$ cat src/rtl/isolator_pkg.sv
// Shared types and helpers for the isolator shift-chain reader.
// Holds the FSM encoding, word width and transaction length.
package isolator_pkg;

  typedef enum logic [2:0] {
    IDLE,
    LOAD,
    SETTLE,
    SHIFT_LO,
    SHIFT_HI,
    DELIVER
  } state_e;

  localparam int unsigned BITS_PER_BYTE = 8;

  function automatic int unsigned word_w(
    input int unsigned nb
  );
    return BITS_PER_BYTE * nb;
  endfunction

  localparam int unsigned DEF_NUM_BYTES = 1;
  localparam int unsigned DEF_WORD_W = word_w(DEF_NUM_BYTES);

  // Cycle index of DELIVER when start is accepted at cycle 0.
  function automatic int unsigned xact_len(
    input int unsigned nb,
    input int unsigned div
  );
    return 1 + div * (2 + 16 * nb);
  endfunction

endpackage

$ cat src/rtl/isolator_phase_timer.sv
// Per-phase down-counter for the shift reader.
// Reloads on every state entry and flags the last cycle of a phase.
module isolator_phase_timer #(
  parameter int unsigned CLK_DIV = 4
) (
  input  logic clk_i,
  input  logic reset_ni,
  input  logic load_i,
  output logic last_o
);

  localparam int unsigned CW =
    (CLK_DIV > 1) ? $clog2(CLK_DIV) : 1;
  localparam logic [CW-1:0] TOP = CW'(CLK_DIV - 1);

  logic [CW-1:0] cnt_q;
  logic [CW-1:0] cnt_d;

  // Reload on entry, otherwise count down and park at zero.
  always_comb begin
    cnt_d = cnt_q;
    if (load_i) begin
      cnt_d = TOP;
    end else if (cnt_q != '0) begin
      cnt_d = cnt_q - 1'b1;
    end
  end

  // Counter register.
  always_ff @(posedge clk_i or negedge reset_ni) begin
    if (!reset_ni) begin
      cnt_q <= TOP;
    end else begin
      cnt_q <= cnt_d;
    end
  end

  assign last_o = (cnt_q == '0);

endmodule

$ cat src/rtl/isolator_shift_reader.sv
// Reads a 74165-style PISO chain and hands the word downstream.
// Strobes, busy, word and overrun are all registered outputs.
module isolator_shift_reader
  import isolator_pkg::*;
#(
  parameter int unsigned NUM_BYTES = 1,
  parameter int unsigned CLK_DIV   = 4
) (
  input  logic                   clk,
  input  logic                   reset_n,
  input  logic                   start,
  output logic                   busy,
  output logic                   clk_par,
  output logic                   clk_ser,
  input  logic                   data_ser,
  output logic [8*NUM_BYTES-1:0] data_out,
  output logic                   data_valid,
  input  logic                   data_ready,
  output logic                   overrun
);

  localparam int unsigned W = word_w(NUM_BYTES);
  localparam int unsigned BCW = $clog2(W);
  localparam logic [BCW-1:0] LAST_BIT = BCW'(W - 1);

  state_e         state_q, state_d;
  logic [BCW-1:0] bit_q, bit_d;
  logic [W-1:0]   acc_q, acc_d;
  logic [W-1:0]   dout_q, dout_d;
  logic           valid_q, valid_d;
  logic           ovr_q, ovr_d;
  logic           busy_q, par_q, ser_q;
  logic           last;
  logic           tload;

  assign tload = (state_d != state_q) || (state_q == IDLE);

  isolator_phase_timer #(
    .CLK_DIV (CLK_DIV)
  ) u_timer (
    .clk_i    (clk),
    .reset_ni (reset_n),
    .load_i   (tload),
    .last_o   (last)
  );

  // Phase sequencing, bit counting and serial capture.
  always_comb begin
    state_d = state_q;
    bit_d   = bit_q;
    acc_d   = acc_q;
    unique case (state_q)
      IDLE: begin
        if (start) state_d = LOAD;
      end
      LOAD: begin
        if (last) state_d = SETTLE;
      end
      SETTLE: begin
        bit_d = '0;
        if (last) state_d = SHIFT_LO;
      end
      SHIFT_LO: begin
        if (last) begin
          acc_d   = {acc_q[W-2:0], data_ser};
          state_d = SHIFT_HI;
        end
      end
      SHIFT_HI: begin
        if (last) begin
          bit_d   = bit_q + 1'b1;
          state_d = (bit_q == LAST_BIT) ? DELIVER
                                        : SHIFT_LO;
        end
      end
      DELIVER: begin
        state_d = IDLE;
      end
      default: begin
        state_d = IDLE;
      end
    endcase
  end

  // Output word handshake; a busy consumer drops the new word.
  always_comb begin
    dout_d  = dout_q;
    valid_d = valid_q;
    ovr_d   = 1'b0;
    if (state_q == DELIVER) begin
      if (!valid_q || data_ready) begin
        dout_d  = acc_q;
        valid_d = 1'b1;
      end else begin
        ovr_d = 1'b1;
      end
    end else if (valid_q && data_ready) begin
      valid_d = 1'b0;
    end
  end

  // State and registered outputs, strobes decoded from next state.
  always_ff @(posedge clk or negedge reset_n) begin
    if (!reset_n) begin
      state_q <= IDLE;
      bit_q   <= '0;
      acc_q   <= '0;
      dout_q  <= '0;
      valid_q <= 1'b0;
      ovr_q   <= 1'b0;
      busy_q  <= 1'b0;
      par_q   <= 1'b1;
      ser_q   <= 1'b0;
    end else begin
      state_q <= state_d;
      bit_q   <= bit_d;
      acc_q   <= acc_d;
      dout_q  <= dout_d;
      valid_q <= valid_d;
      ovr_q   <= ovr_d;
      busy_q  <= (state_d != IDLE);
      par_q   <= (state_d != LOAD);
      ser_q   <= (state_d == SHIFT_HI);
    end
  end

  assign busy       = busy_q;
  assign clk_par    = par_q;
  assign clk_ser    = ser_q;
  assign data_out   = dout_q;
  assign data_valid = valid_q;
  assign overrun    = ovr_q;

endmodule
$ cat config.mk
export PLATFORM = sky130hd
export DESIGN_NAME = isolator_shift_reader
export DESIGN_NICKNAME = d
export VERILOG_FILES = /design/src/rtl/isolator_pkg.sv /design/src/rtl/isolator_phase_timer.sv /design/src/rtl/isolator_shift_reader.sv
export SDC_FILE = /design/constraint.sdc
export NUM_CORES = 1
export LEC_CHECK = 0
export CAP_MARGIN = 20
export CORE_MARGIN = 2
export CORE_UTILIZATION = 33
export DETAILED_ROUTE_END_ITERATION = 6
export DONT_BUFFER_PORTS = 1
export GPL_TIMING_DRIVEN = 0
export HOLD_SLACK_MARGIN = 0.1
export SLEW_MARGIN = 30
export SYNTH_ARGS = -nofsm -noshare
export SYNTH_HDL_FRONTEND = slang
export SYNTH_SLANG_ARGS = --single-unit
$ cat constraint.sdc
create_clock -name clk -period 1.3 [get_ports clk]
set_input_delay 0.26 -clock clk [delete_from_list [all_inputs] [get_ports clk]]
set_output_delay 0.26 -clock clk [all_outputs]
set_load 0.01 [all_outputs]
==> key figures <==
Outcome
  – Status: finished, violations left
  – Failing checks: setup timing

Critical path
  – Worst Path Required: 1470 ps
  – Cells on worst reg2reg path: 4
  – Startpoint types: flop
  – R2r setup slk: -60 ps
  – Reg2Reg Launch Point: state_q[1]
  – Arrival @ worst endpoint: 1530 ps
  – Crit path capture type: flop
  – Critical path class: flop to flop
  – Reg2reg end: data_out[3]
  – Maximum fanout along the worst path: 8

Route
  – DRC viols: 0
  – TritonRoute pass-1 iters: 4
  – Via/cell ratio: 5.01
  – Final wirelength: 2500 um
  – WL/cell: 14.8 um
  – Initial DRC count: 64
  – Routed via count: 846
  – Remaining antenna violation count: 0

Power and ir drop
  – Leak: 0.783 nW
  – Power density cells: 1870 mW/mm2
  – Maximum vdd drop: 0.722 mV

Timing
  – Post-Route Skew: 2.65 ps
  – Fin crit period: 1360 ps
  – Max-slew violations: 0
  – Total Neg Setup Slack: -674 ps
  – Relative slew slack: 0.784
  – Hold WS: 126 ps
  – RSZ-0062 raised after global routing: yes
  – Endpoints failing setup: 19
  – Slew @ Worst Pin: 322 ps
  – Final hold violation count: 0
  – Final worst slack: -62.6 ps
  – Fmax achieved: 0.734 GHz
  – Fin crit share: 1.05

Logic synthesis
  – Net Count, Synth: 114
  – Register area share after synthesis: 0.557
  – Avg Cell Area, Syn: 12.5 um2
  – Post-synthesis compound-gate area fraction: 0.0688
  – Synthesized area: 0.00131 mm2
  – Xor/xnor share of the synthesized area: 0.00669
  – Synth Instances: 105
  – Distinct cells, synth: 27
  – Synth Register Bits: 29
  – Yosys Warn Count: 0
  – Largest family of logic cells by synthesized area: multiplexers
  – Adder-cell area share of the yosys netlist: 0.0382
  – Post-synthesis mux area share: 0.168
  – Simple-Gate Fraction of Synth Area: 0.113

Worst hold path
  – HP Start: data_ser
  – Hold crit path type: primary input to flop
  – Hold Path Depth: 1
  – Worst Hold Path EP: acc_q[0]

Clock network
  – CTS tree: done
  – CTS root buffer: clkbuf_8
  – Total CTS buffers: 5
  – CTS clock-pin slew for the worst setup and hold paths: 60 ps
  – H-tree levels: 2
  – Clock sink count: 29
  – Clk buf depth: 2
  – Clk_lat worst skew: 280 ps

Floorplanning
  – Die width: 67.0 um
  – Die height: 67.0 um
  – Total core area: 0.00374 mm2
  – Starting Density: 0.350
  – Die area: 0.00449 mm2
  – I/O pins: 18
  – FP Rows: 22

Global route
  – Global-route wire length before repair: 4080 um
  – Gr ovfl total: 0
  – Largest net degree at the start of global routing: 30
  – Number of global-route vias before repair: 885
  – Initial antenna violation count: 0
  – GR Util All Layers: 0.129

Finish
  – Most frequent cells in the layout: dfrtp_1, mux2_4, nor2_1, buf_4
  – Synth-to-layout area growth: 28.5%
  – Net count, final: 129
  – Final Non-Filler Cells: 169
  – Share of layout cells above drive strength 1: 0.438
  – Fill cells: 373
  – Final instance area: 0.00168 mm2
  – Most common cell after layout, fill and taps aside: dfrtp_1
  – Antenna diodes: 0
  – Util after Layout: 0.450

Place
  – Dpl cells: 153
  – DP Area: 0.00139 mm2
  – DP HPWL: 1620 um
  – Final Wtd Congestion: 0.721
  – PortBufs: 0

Job
  – Maxcap violations: 0
## worst max path at each step
| stage | cells after the start | startpoint | end |
|---|---|---|---|
| after floorplan | 6 | u_timer.cnt_q[0] | bit_q[1] |
| after global placement | 6 | u_timer.cnt_q[0] | bit_q[1] |
| after detailed placement | 6 | u_timer.cnt_q[0] | bit_q[1] |
| after CTS | 4 | state_q[1] | data_out[5] |
| after global routing | 4 | state_q[1] | data_out[6] |
| final | 4 | state_q[1] | data_out[3] |
## cells by family after synthesis
| group | Yosys count |
|---|---|
| AOI/OAI and AO/OA | 15 |
| DFF | 29 |
| and+or+nand+nor | 24 |
| adders and majority gates | 4 |
| buffers and inverters | 12 |
| muxes | 20 |
| xor gates and xnor gates | 1 |
## sequential cells by signal, summed over array words and instances, names as in the netlist
name	cells
clk_ser	1
clk_par	1
state_q	3
data_valid	1
overrun	1
acc_q	8
u_timer.cnt_q	2
data_out	8
bit_q	3
busy	1
## cell usage after synthesis
cell | n | area, um2
dfrtp_1 | 26 | 651
mux2_2 | 16 | 180
inv_1 | 7 | 26.3
nor2_1 | 7 | 26.3
o21ai_0 | 5 | 25.0
ha_1 | 4 | 50.1
mux2i_1 | 4 | 40.0
a21oi_1 | 3 | 15.0
a22oi_1 | 3 | 22.5
buf_2 | 3 | 15.0
dfstp_2 | 3 | 78.8
nand2_1 | 3 | 11.3
nand2b_1 | 3 | 18.8
o22ai_1 | 3 | 18.8
buf_6 | 2 | 22.5
nor2b_1 | 2 | 12.5
a22o_1 | 1 | 8.76
and2b_1 | 1 | 7.51
and3b_2 | 1 | 10.0
and3b_4 | 1 | 12.5
and4b_1 | 1 | 10.0
nand2_4 | 1 | 11.3
nand3_1 | 1 | 5.00
nand3b_1 | 1 | 7.51
nor3_1 | 1 | 5.00
nor4bb_1 | 1 | 10.0
xor2_1 | 1 | 8.76
## critical path: stages (launching register included)
cell,delay (ps)
dfrtp_1,400
nand3b_1,200
nor2b_1,160
buf_6,180
mux2_4,310
## report_power, final
| group | switching [mW] | internal, mW | total [mW] |
|---|---|---|---|
| clock network | 0.351 | 0.368 | 0.719 |
| registers | 0.185 | 1.15 | 1.33 |
| logic | 0.497 | 0.592 | 1.09 |
| total | 1.03 | 2.11 | 3.14 |
## layer usage
| layer | up-vias | track usage | part of all wire |
|---|---|---|---|
| li1 | 396 | - | - |
| met1 | 425 | 0.134 | 0.43 |
| met2 | 21 | 0.213 | 0.50 |
| met3 | 4 | 0.0625 | 0.056 |
| met4 | 0 | 0.0689 | 0.017 |
| met5 | - | 0 | 0 |
## layout make-up
cell class,count,area [um2],area share
Clock inverter,3,17.5,0.0104
Inverter,7,31.3,0.0186
Sequential cell,29,729,0.433
Clock buffer,5,68.8,0.0409
Buffer,4,32.5,0.0193
Multi-Input combinational cell,64,661,0.393
Timing Repair Buffer,9,82.6,0.0491
Tap cell,48,60.1,0.0357
## per-stage QoR
stage	worst slack, ps	total power [mW]
final	-62.6	3.14
after global routing	-123	3.33
after CTS	-74.6	3.15
after detailed placement	-186	2.15
after global placement	-152	2.11
after floorplan	-99.9	1.99
## repair_timing
action / in CTS / in global routing
hold buffers: 2 / 0
hold endpoints to repair: 29 / 0
endpoints found under the setup margin: 23 / 24
setup buffers: 6 / 1
resized for setup: 23 / 7
pin swaps: 9 / 4
Note: power is estimated with default switching activity, not from simulation.
